**config.mk**
```make
export PLATFORM = sky130hd
export DESIGN_NAME = decode_stage_pipe_flat
export DESIGN_NICKNAME = d
export VERILOG_FILES = /design/src/rtl/decode_stage_pipe_if.sv /design/src/rtl/decode_stage_pipe.sv /design/src/flat_wrapper.sv
export SDC_FILE = /design/constraint.sdc
export NUM_CORES = 2
export LEC_CHECK = 0
export CAP_MARGIN = 10
export CORE_MARGIN = 2
export CORE_UTILIZATION = 45
export DETAILED_ROUTE_END_ITERATION = 12
export GPL_ROUTABILITY_DRIVEN = 0
export RECOVER_POWER = 50
export REMOVE_ABC_BUFFERS = 1
export SYNTH_ARGS = -nofsm -noshare
export SYNTH_HDL_FRONTEND = slang
export SYNTH_SLANG_ARGS = --single-unit
```
**constraint.sdc**
```tcl
create_clock -name clk -period 134.8 [get_ports clk]
set_input_delay 33.7 -clock clk [delete_from_list [all_inputs] [get_ports clk]]
set_output_delay 33.7 -clock clk [all_outputs]
set_load 0.02 [all_outputs]
```
**src/rtl/decode_stage_pipe_if.sv**
```systemverilog
// Fetch/write-back/execute signal bundle for the decode stage.
// master = the surrounding pipeline, slave = the decode stage itself.
interface decode_stage_pipe_if #(
    parameter int XLEN   = 32,
    parameter int REG_AW = 5
);
    logic              in_valid;
    logic              in_ready;
    logic [31:0]       inst;
    logic [XLEN-1:0]   pc;
    logic              wb_en;
    logic [REG_AW-1:0] wb_rd;
    logic              wb_mem_to_reg;
    logic [XLEN-1:0]   wb_mem_data;
    logic [XLEN-1:0]   wb_alu_result;
    logic              flush;
    logic              out_valid;
    logic              out_ready;
    logic [XLEN-1:0]   out_rs1_data;
    logic [XLEN-1:0]   out_rs2_data;
    logic [XLEN-1:0]   out_imm;
    logic [REG_AW-1:0] out_rd;
    logic [6:0]        out_opcode;
    logic [2:0]        out_funct3;
    logic [6:0]        out_funct7;
    logic [XLEN-1:0]   out_pc;

    modport master (
        output in_valid, inst, pc, wb_en, wb_rd, wb_mem_to_reg, wb_mem_data,
               wb_alu_result, flush, out_ready,
        input  in_ready, out_valid, out_rs1_data, out_rs2_data, out_imm,
               out_rd, out_opcode, out_funct3, out_funct7, out_pc
    );

    modport slave (
        input  in_valid, inst, pc, wb_en, wb_rd, wb_mem_to_reg, wb_mem_data,
               wb_alu_result, flush, out_ready,
        output in_ready, out_valid, out_rs1_data, out_rs2_data, out_imm,
               out_rd, out_opcode, out_funct3, out_funct7, out_pc
    );
endinterface

```
**src/rtl/decode_stage_pipe.sv**
```systemverilog
// RV32I decode stage: write-first register file, immediate generation and a
// registered valid/ready output slot with stall-time operand refresh and flush.
module decode_stage_pipe #(
    parameter int XLEN     = 32,
    parameter int REG_AW   = 5,
    parameter int ZERO_REG = 1
) (
    input  logic               clk,
    input  logic               rst,
    decode_stage_pipe_if.slave bus
);
    localparam int NREG = 2 ** REG_AW;

    typedef struct packed {
        logic [XLEN-1:0]   rs1_data;
        logic [XLEN-1:0]   rs2_data;
        logic [XLEN-1:0]   imm;
        logic [XLEN-1:0]   pc;
        logic [REG_AW-1:0] rd;
        logic [REG_AW-1:0] rs1_idx;
        logic [REG_AW-1:0] rs2_idx;
        logic [6:0]        opcode;
        logic [2:0]        funct3;
        logic [6:0]        funct7;
    } bundle_t;

    function automatic logic is_zero(input logic [REG_AW-1:0] idx);
        return (ZERO_REG != 0) && (idx == '0);
    endfunction

    // Widen a 32-bit two's-complement value to XLEN (XLEN >= 32).
    function automatic logic [XLEN-1:0] sext32(input logic [31:0] v);
        return {{(XLEN-31){v[31]}}, v[30:0]};
    endfunction

    logic [XLEN-1:0]   regs_q [NREG];
    logic [XLEN-1:0]   regs_d [NREG];
    logic              out_valid_q, out_valid_d;
    bundle_t           bundle_q, bundle_d;

    logic [31:0]       inst;
    logic [XLEN-1:0]   wb_data;
    logic              wb_write;
    logic [REG_AW-1:0] rs1_idx, rs2_idx;
    logic [XLEN-1:0]   rs1_val, rs2_val, imm;
    logic              in_ready, accept;

    assign inst     = bus.inst;
    assign rs1_idx  = inst[15 +: REG_AW];
    assign rs2_idx  = inst[20 +: REG_AW];
    assign wb_data  = bus.wb_mem_to_reg ? bus.wb_mem_data : bus.wb_alu_result;
    assign wb_write = bus.wb_en && !is_zero(bus.wb_rd);

    assign in_ready = !bus.flush && (!out_valid_q || bus.out_ready);
    assign accept   = bus.in_valid && in_ready;

    // Write-first read ports: a same-cycle write-back is forwarded.
    always_comb begin
        // NOTE: every always_comb output gets a default first so no path leaves it unassigned (no latch).
        rs1_val = regs_q[rs1_idx];
        rs2_val = regs_q[rs2_idx];
        if (wb_write && bus.wb_rd == rs1_idx) rs1_val = wb_data;
        if (wb_write && bus.wb_rd == rs2_idx) rs2_val = wb_data;
        if (is_zero(rs1_idx)) rs1_val = '0;
        if (is_zero(rs2_idx)) rs2_val = '0;
    end

    always_comb begin
        imm = '0;
        case (inst[6:0])
            7'b0000011, 7'b0010011, 7'b1100111, 7'b1110011:
                imm = sext32({{20{inst[31]}}, inst[31:20]});
            7'b0100011:
                imm = sext32({{20{inst[31]}}, inst[31:25], inst[11:7]});
            7'b1100011:
                imm = sext32({{19{inst[31]}}, inst[31], inst[7], inst[30:25], inst[11:8], 1'b0});
            7'b0110111, 7'b0010111:
                imm = sext32({inst[31:12], 12'b0});
            7'b1101111:
                imm = sext32({{11{inst[31]}}, inst[31], inst[19:12], inst[20], inst[30:21], 1'b0});
            default:
                imm = '0;
        endcase
    end

    always_comb begin
        regs_d = regs_q;
        if (wb_write) regs_d[bus.wb_rd] = wb_data;
    end

    // Flush wins over load, drain and stall; a stalled slot tracks write-backs.
    always_comb begin
        out_valid_d = out_valid_q;
        bundle_d    = bundle_q;
        if (bus.flush) begin
            out_valid_d = 1'b0;
        end else if (accept) begin
            out_valid_d       = 1'b1;
            bundle_d.rs1_data = rs1_val;
            bundle_d.rs2_data = rs2_val;
            bundle_d.imm      = imm;
            bundle_d.pc       = bus.pc;
            bundle_d.rd       = inst[7 +: REG_AW];
            bundle_d.rs1_idx  = rs1_idx;
            bundle_d.rs2_idx  = rs2_idx;
            bundle_d.opcode   = inst[6:0];
            bundle_d.funct3   = inst[14:12];
            bundle_d.funct7   = inst[31:25];
        end else if (out_valid_q && bus.out_ready) begin
            out_valid_d = 1'b0;
        end else if (out_valid_q) begin
            if (wb_write && bus.wb_rd == bundle_q.rs1_idx) bundle_d.rs1_data = wb_data;
            if (wb_write && bus.wb_rd == bundle_q.rs2_idx) bundle_d.rs2_data = wb_data;
        end
    end

    always_ff @(posedge clk or posedge rst) begin
        if (rst) begin
            out_valid_q <= 1'b0;
            bundle_q    <= '0;
            // NOTE: the register file is reset too, so every register reads zero straight out of reset.
            for (int i = 0; i < NREG; i++) regs_q[i] <= '0;
        end else begin
            // NOTE: sequential state uses non-blocking assignments so all flops update together.
            out_valid_q <= out_valid_d;
            bundle_q    <= bundle_d;
            regs_q      <= regs_d;
        end
    end

    assign bus.in_ready     = in_ready;
    assign bus.out_valid    = out_valid_q;
    assign bus.out_rs1_data = bundle_q.rs1_data;
    assign bus.out_rs2_data = bundle_q.rs2_data;
    assign bus.out_imm      = bundle_q.imm;
    assign bus.out_rd       = bundle_q.rd;
    assign bus.out_opcode   = bundle_q.opcode;
    assign bus.out_funct3   = bundle_q.funct3;
    assign bus.out_funct7   = bundle_q.funct7;
    assign bus.out_pc       = bundle_q.pc;
endmodule
```
**src/flat_wrapper.sv**
```systemverilog
// flat-port wrapper written by rule: the top's interface ports become plain ports
module decode_stage_pipe_flat 
#(
    parameter int XLEN     = 32,
    parameter int REG_AW   = 5,
    parameter int ZERO_REG = 1
)
  (clk, rst, bus_in_valid, bus_inst, bus_pc, bus_wb_en, bus_wb_rd, bus_wb_mem_to_reg, bus_wb_mem_data, bus_wb_alu_result, bus_flush, bus_out_ready, bus_in_ready, bus_out_valid, bus_out_rs1_data, bus_out_rs2_data, bus_out_imm, bus_out_rd, bus_out_opcode, bus_out_funct3, bus_out_funct7, bus_out_pc);
  decode_stage_pipe_if #(.XLEN(XLEN), .REG_AW(REG_AW)) bus_i ();
  input  logic clk;
  input  logic rst;
  input wire logic [$bits(bus_i.in_valid)-1:0] bus_in_valid;
  input wire logic [$bits(bus_i.inst)-1:0] bus_inst;
  input wire logic [$bits(bus_i.pc)-1:0] bus_pc;
  input wire logic [$bits(bus_i.wb_en)-1:0] bus_wb_en;
  input wire logic [$bits(bus_i.wb_rd)-1:0] bus_wb_rd;
  input wire logic [$bits(bus_i.wb_mem_to_reg)-1:0] bus_wb_mem_to_reg;
  input wire logic [$bits(bus_i.wb_mem_data)-1:0] bus_wb_mem_data;
  input wire logic [$bits(bus_i.wb_alu_result)-1:0] bus_wb_alu_result;
  input wire logic [$bits(bus_i.flush)-1:0] bus_flush;
  input wire logic [$bits(bus_i.out_ready)-1:0] bus_out_ready;
  output wire logic [$bits(bus_i.in_ready)-1:0] bus_in_ready;
  output wire logic [$bits(bus_i.out_valid)-1:0] bus_out_valid;
  output wire logic [$bits(bus_i.out_rs1_data)-1:0] bus_out_rs1_data;
  output wire logic [$bits(bus_i.out_rs2_data)-1:0] bus_out_rs2_data;
  output wire logic [$bits(bus_i.out_imm)-1:0] bus_out_imm;
  output wire logic [$bits(bus_i.out_rd)-1:0] bus_out_rd;
  output wire logic [$bits(bus_i.out_opcode)-1:0] bus_out_opcode;
  output wire logic [$bits(bus_i.out_funct3)-1:0] bus_out_funct3;
  output wire logic [$bits(bus_i.out_funct7)-1:0] bus_out_funct7;
  output wire logic [$bits(bus_i.out_pc)-1:0] bus_out_pc;
  assign bus_i.in_valid = bus_in_valid;
  assign bus_i.inst = bus_inst;
  assign bus_i.pc = bus_pc;
  assign bus_i.wb_en = bus_wb_en;
  assign bus_i.wb_rd = bus_wb_rd;
  assign bus_i.wb_mem_to_reg = bus_wb_mem_to_reg;
  assign bus_i.wb_mem_data = bus_wb_mem_data;
  assign bus_i.wb_alu_result = bus_wb_alu_result;
  assign bus_i.flush = bus_flush;
  assign bus_i.out_ready = bus_out_ready;
  assign bus_in_ready = bus_i.in_ready;
  assign bus_out_valid = bus_i.out_valid;
  assign bus_out_rs1_data = bus_i.out_rs1_data;
  assign bus_out_rs2_data = bus_i.out_rs2_data;
  assign bus_out_imm = bus_i.out_imm;
  assign bus_out_rd = bus_i.out_rd;
  assign bus_out_opcode = bus_i.out_opcode;
  assign bus_out_funct3 = bus_i.out_funct3;
  assign bus_out_funct7 = bus_i.out_funct7;
  assign bus_out_pc = bus_i.out_pc;
  decode_stage_pipe #(.XLEN(XLEN), .REG_AW(REG_AW), .ZERO_REG(ZERO_REG)) u_core (.clk(clk), .rst(rst), .bus(bus_i));
endmodule
```
* After elaboration in Yosys (flattened, before gate mapping)
Index checks and enable logic that the tools add are counted.
** Storage, ports and cells
- Bits in registers :: 1185
- Word-level logic and storage cells :: 113
** Cells by class
- $lt $le $gt $ge :: 4
- Equal/unequal tests :: 14
- Multiplexer cells :: 23
- Bitwise gates (word level) :: 4
- Reductions and logical operators :: 25
** Operator list (number)
- bitwise mux 1024 bit :: 1
- two-way mux 32 bit :: 12
- binary-select mux 32 bit (select 5 bit) :: 2
- two-way mux 64 bit :: 3
- demux 32 bit (select 5 bit) :: 1
- case mux 32 bit (5 select lines) :: 1
- equality test 7 bit, second input constant :: 4
- equality test 5 bit :: 4
- greater-or-equal comparator 6 bit, second input constant :: 3
- NOT 5 -> 6 bit :: 3
- zero test 5 bit :: 3
- equality test 7 x 5 -> 1 bit, second input constant :: 2
- equality test 7 x 6 -> 1 bit, second input constant :: 2
- logical AND 1 bit :: 9
- AND reduction 4 bit :: 2
- equality test 7 x 2 -> 1 bit, second input constant :: 1
- < comparator 6 x 1 -> 1 bit, second input constant :: 1
- nonzero test 2 bit :: 3
- OR reduction 4 bit :: 1
- zero test 1 bit :: 3
- two-way mux 1 bit :: 3
- nonzero test 3 bit :: 1
- != test 2 x 1 -> 1 bit, second input constant :: 1
- AND reduction 2 bit :: 1
- other kinds (3) :: 3

* Logic depth before layout (Yosys ltp)
- Word-level depth :: 8
- Depth in mapped cells :: 9

* Least setup slack after synthesis
Ideal clock, no wire load.
- Path kind :: input port to output port
- Start point :: input bus_flush
- End point :: output bus_in_ready
- Data arrival time :: 34345 ps
- Slack :: 66755 ps
- Stages on the path :: 3
- Buffers on the path :: 2
- Cells stage by stage :: clkbuf_1 > clkbuf_1 > nor2_1
** On the way
- Cells in the longest elaborated chain, start to end :: 2
** Ends and longest elaborated chain
- start: declaration :: RTL line flat_wrapper.sv:20 : input wire logic [$bits(bus_i.flush)-1:0] bus_flush;
- zero test 1 bit :: RTL line decode_stage_pipe.sv:54 : assign in_ready = !bus.flush && (!out_valid_q || bus.out_ready);
- logical AND 1 bit :: RTL line decode_stage_pipe.sv:54
- end: declaration :: RTL line flat_wrapper.sv:22 : output wire logic [$bits(bus_i.in_ready)-1:0] bus_in_ready;
No other way between the ends.

* Worst setup path in the final report
- Start point :: input bus_out_ready
- End point :: output bus_in_ready
** On the way
- Cells in the longest elaborated chain, start to end :: 2
** Ends and longest elaborated chain
- start: declaration :: RTL line flat_wrapper.sv:21 : input wire logic [$bits(bus_i.out_ready)-1:0] bus_out_ready;
- logical OR 1 bit :: RTL line decode_stage_pipe.sv:54
- logical AND 1 bit :: RTL line decode_stage_pipe.sv:54
No other way between the ends.

==> results.py <==
metrics = {
    "synth": {
        "yosys_warnings": 0,
        "post-synth-top-count-cell": "dfrtp_1",
        "synth_area_leaders": "dfrtp_1 (49%), mux4_2 (19%), nand2_1 (5.4%)",
        "synthTopCellsByCount": "dfrtp_1 (1,185), nand2_1 (869), o21ai_0 (605)",
        "synth_top_area_share_pct": 48.7,
        "seq_area_frac_synth_pct": 48.7,
        "syn_inst": 5528,
        "ys_ff_latch": 1185,
        "synth_top_area_cell": "dfrtp_1",
        "synth_cell_types": 62,
        "async_reset_ff_share_pct": 100,
        "ys.flop_type": "dfrtp_1",
        "synth-edff-count": 0,
        "avgSynthCellArea_um2": 11.0,
        "netlist_area_mm2": 0.0609,
    },
    "placement": {
        "io_buffer_count": 291,
        "hpwl_um": 107000,
        "place_ws_ns": 66.11,
    },
    "die": {
        "die-area_mm2": 0.138,
        "core_area_mm2": 0.135,
        "initial_utilization_pct": 45.1,
        "die_h_um": 372,
        "pin_count": 292,
        "die_w_um": 372,
        "rows": 135,
    },
    "sta": {
        "slew_headroom_pct": -482,
        "fin_ws_ns": 66.05,
        "tightest_slew_ns": 8.72,
        "fin_hold_ws_ns": 0.391,
        "period_share_pct": 51.0,
        "rsz0062_at_grt": "no",
        "slew_violations": 1880,
        "finalSetupTns_ns": 0,
        "min_period_ns": 68.75,
        "finalHoldViolations": 0,
        "skew_ns": 0.0333,
        "max_freq_mhz": 14.5,
        "finalSetupViolCount": 0,
    },
    "critical_path": {
        "critPathCaptureType": "output port",
        "crit_fanout": 2,
        "cp.required_ns": 101.10,
        "regToRegSetupSlack_ns": 128.21,
        "crit_type": "input port to output port",
        "critPathMaxStageDelay_ns": 0.62,
        "cp-start-kind": "input port",
        "slowest_stage": "clkdlybuf4s50_1",
        "critPathArrivalTime_ns": 35.05,
        "crit_chain": "dlygate4sd3_1 -> nor2b_1 -> nor2_1 -> clkdlybuf4s50_1",
    },
    "power_and_ir_drop": {
        "cellLeakagePower_uw": 0.0287,
        "p_clk_share_pct": 34.0,
        "ir_drop_mv": 0.0115,
        "p_sw_share_pct": 29.6,
        "internal_power_uw": 756,
        "comb_power_share_pct": 21.2,
        "seqPwrFrac_pct": 44.9,
        "switchingPower_uw": 319,
        "power_density_mw_per_mm2": 15.8,
    },
    "drt": {
        "wl_met3_um": 16600,
        "ant_nets": 0,
        "drt_iter0_drc": 4907,
        "dr_wl_met2_um": 87800,
        "vias": 44295,
        "routedWlPerCell_um": 26.6,
        "topRoutingLayerUsed": "met4",
        "first_pass_iters": 5,
        "drt-met1-wl_um": 81500,
        "wirelength_um": 192000,
        "viasPerCell": 6.13,
        "drc": 0,
    },
    "global_route": {
        "overflow": 0,
        "grt_use_total_pct": 28.0,
        "antenna_found_initial": 4,
        "grt_start_max_net_pins": 165,
        "grt_pass1_wl_um": 288000,
        "grt_pass1_vias": 44238,
    },
    "cts": {
        "h-tree-depth": 4,
        "clockRootBuffer": "clkbuf_16",
        "numCtsBuffers": 134,
        "clock_latency_ns": 0.77,
        "clock-sinks": 1185,
        "path_clk_slew_ns": 0.06,
        "cts_tree": "yes",
        "cts_resized": 0,
        "post_cts_buffers": 0,
        "cts_buffer_depth": 3,
        "postCtsHoldBufs": 0,
    },
    "hold_path": {
        "hp-class": "register to register",
    },
    "run_status": {
        "violations": "max-capacitance violations, max-slew violations",
        "outcome": "finished, violations left",
    },
    "cells_and_area": {
        "syn2layout_area_growth_pct": 11.9,
        "fin_nets": 5480,
        "fin_util_pct": 50.5,
        "drive_gt1_share_pct": 17.4,
        "diodes": 0,
    },
    "job": {
        "maxCapViolCount": 34,
    },
}
-- power groups by stage --
stage / clock network [uW] / logic, uW / registers, uW
3_5_place_dp: 0 / 231 / 486
6_report: 365 / 228 / 482
4_1_cts: 371 / 232 / 481
2_1_floorplan: 0 / 149 / 481
5_1_grt: 386 / 251 / 491
3_3_place_gp: 0 / 226 / 482
-- critical path, delay by kind of cell --
kind / cells / cell delay, ns
buffers and inverters: 2 / 1.17
and+or+nand+nor: 2 / 0.19
-- registers in the layout, indices dropped and copies added, names as in the netlist --
register	flops
u_core.bundle_q	10
u_core.bus.out_funct3	3
u_core.bus.out_funct7	7
u_core.bus.out_imm	32
u_core.bus.out_opcode	7
u_core.bus.out_pc	32
u_core.bus.out_rd	5
u_core.bus.out_rs1_data	32
u_core.bus.out_rs2_data	32
u_core.bus.out_valid	1
u_core.regs_q	1024
-- metrics by stage --
step / area [um^2] / std cells / total power (uW)
floorplan: 57400 / 4805 / 630
global placement: 64000 / 6985 / 707
detailed placement: 64000 / 6985 / 718
CTS: 68400 / 7227 / 1080
global route: 68200 / 7227 / 1130
finish: 68200 / 7227 / 1070
-- cell families after synthesis --
family,after synthesis,synth area share (%)
simple gates,1495,9.90
buf+inv,734,5.81
flops,1185,48.7
xor+xnor,21,0.302
compound gates,1364,12.5
mux,729,22.8
-- cell type report --
type / instances / area [um^2]
fill: 11991 / 66800
sequential: 1185 / 29700
multi-input combinational: 3609 / 28100
clock buffer: 192 / 3820
timing repair buffer: 399 / 3740
tap: 1781 / 2230
clock inverter: 50 / 548
inverter: 11 / 42.5
-- final timing paths --
kind | to | depth (start not counted) | startpoint
min in group asynchronous | u_core.bus.out_pc[0]$_DFFE_PP0P_ | 2 | rst
hold / removal | u_core.regs_q[996]$_DFFE_PP0P_ | 0 | u_core.regs_q[996]$_DFFE_PP0P_
hold reg to reg | u_core.regs_q[996]$_DFFE_PP0P_ | 0 | u_core.regs_q[996]$_DFFE_PP0P_
setup / recovery | bus_in_ready | 4 | bus_out_ready
max in group asynchronous | u_core.regs_q[622]$_DFFE_PP0P_ | 5 | rst
setup reg to reg | u_core.bus.out_imm[5]$_DFFE_PP0P_ | 5 | u_core.bus.out_valid$_DFFE_PP0P_
-- cell usage in the layout (no fill, tap or decap), types with 85 or more instances in the layout --
cell,instances
mux2i_1,127
mux4_2,523
clkbuf_16,134
dlygate4sd3_1,158
nand2_1,860
buf_4,89
o211ai_1,85
a21oi_1,390
o21ai_0,605
nor2_1,470
clkdlybuf4s50_1,123
dfrtp_1,1185
-- routing by layer --
layer | vias to the layer above | track usage (%)
met4 | 0 | 9.27
met1 | 22530 | 39.5
li1 | 19445 | -
met2 | 1969 | 43.5
met5 | - | 0
met3 | 351 | 5.59
Power figures use the tool's default switching activity.
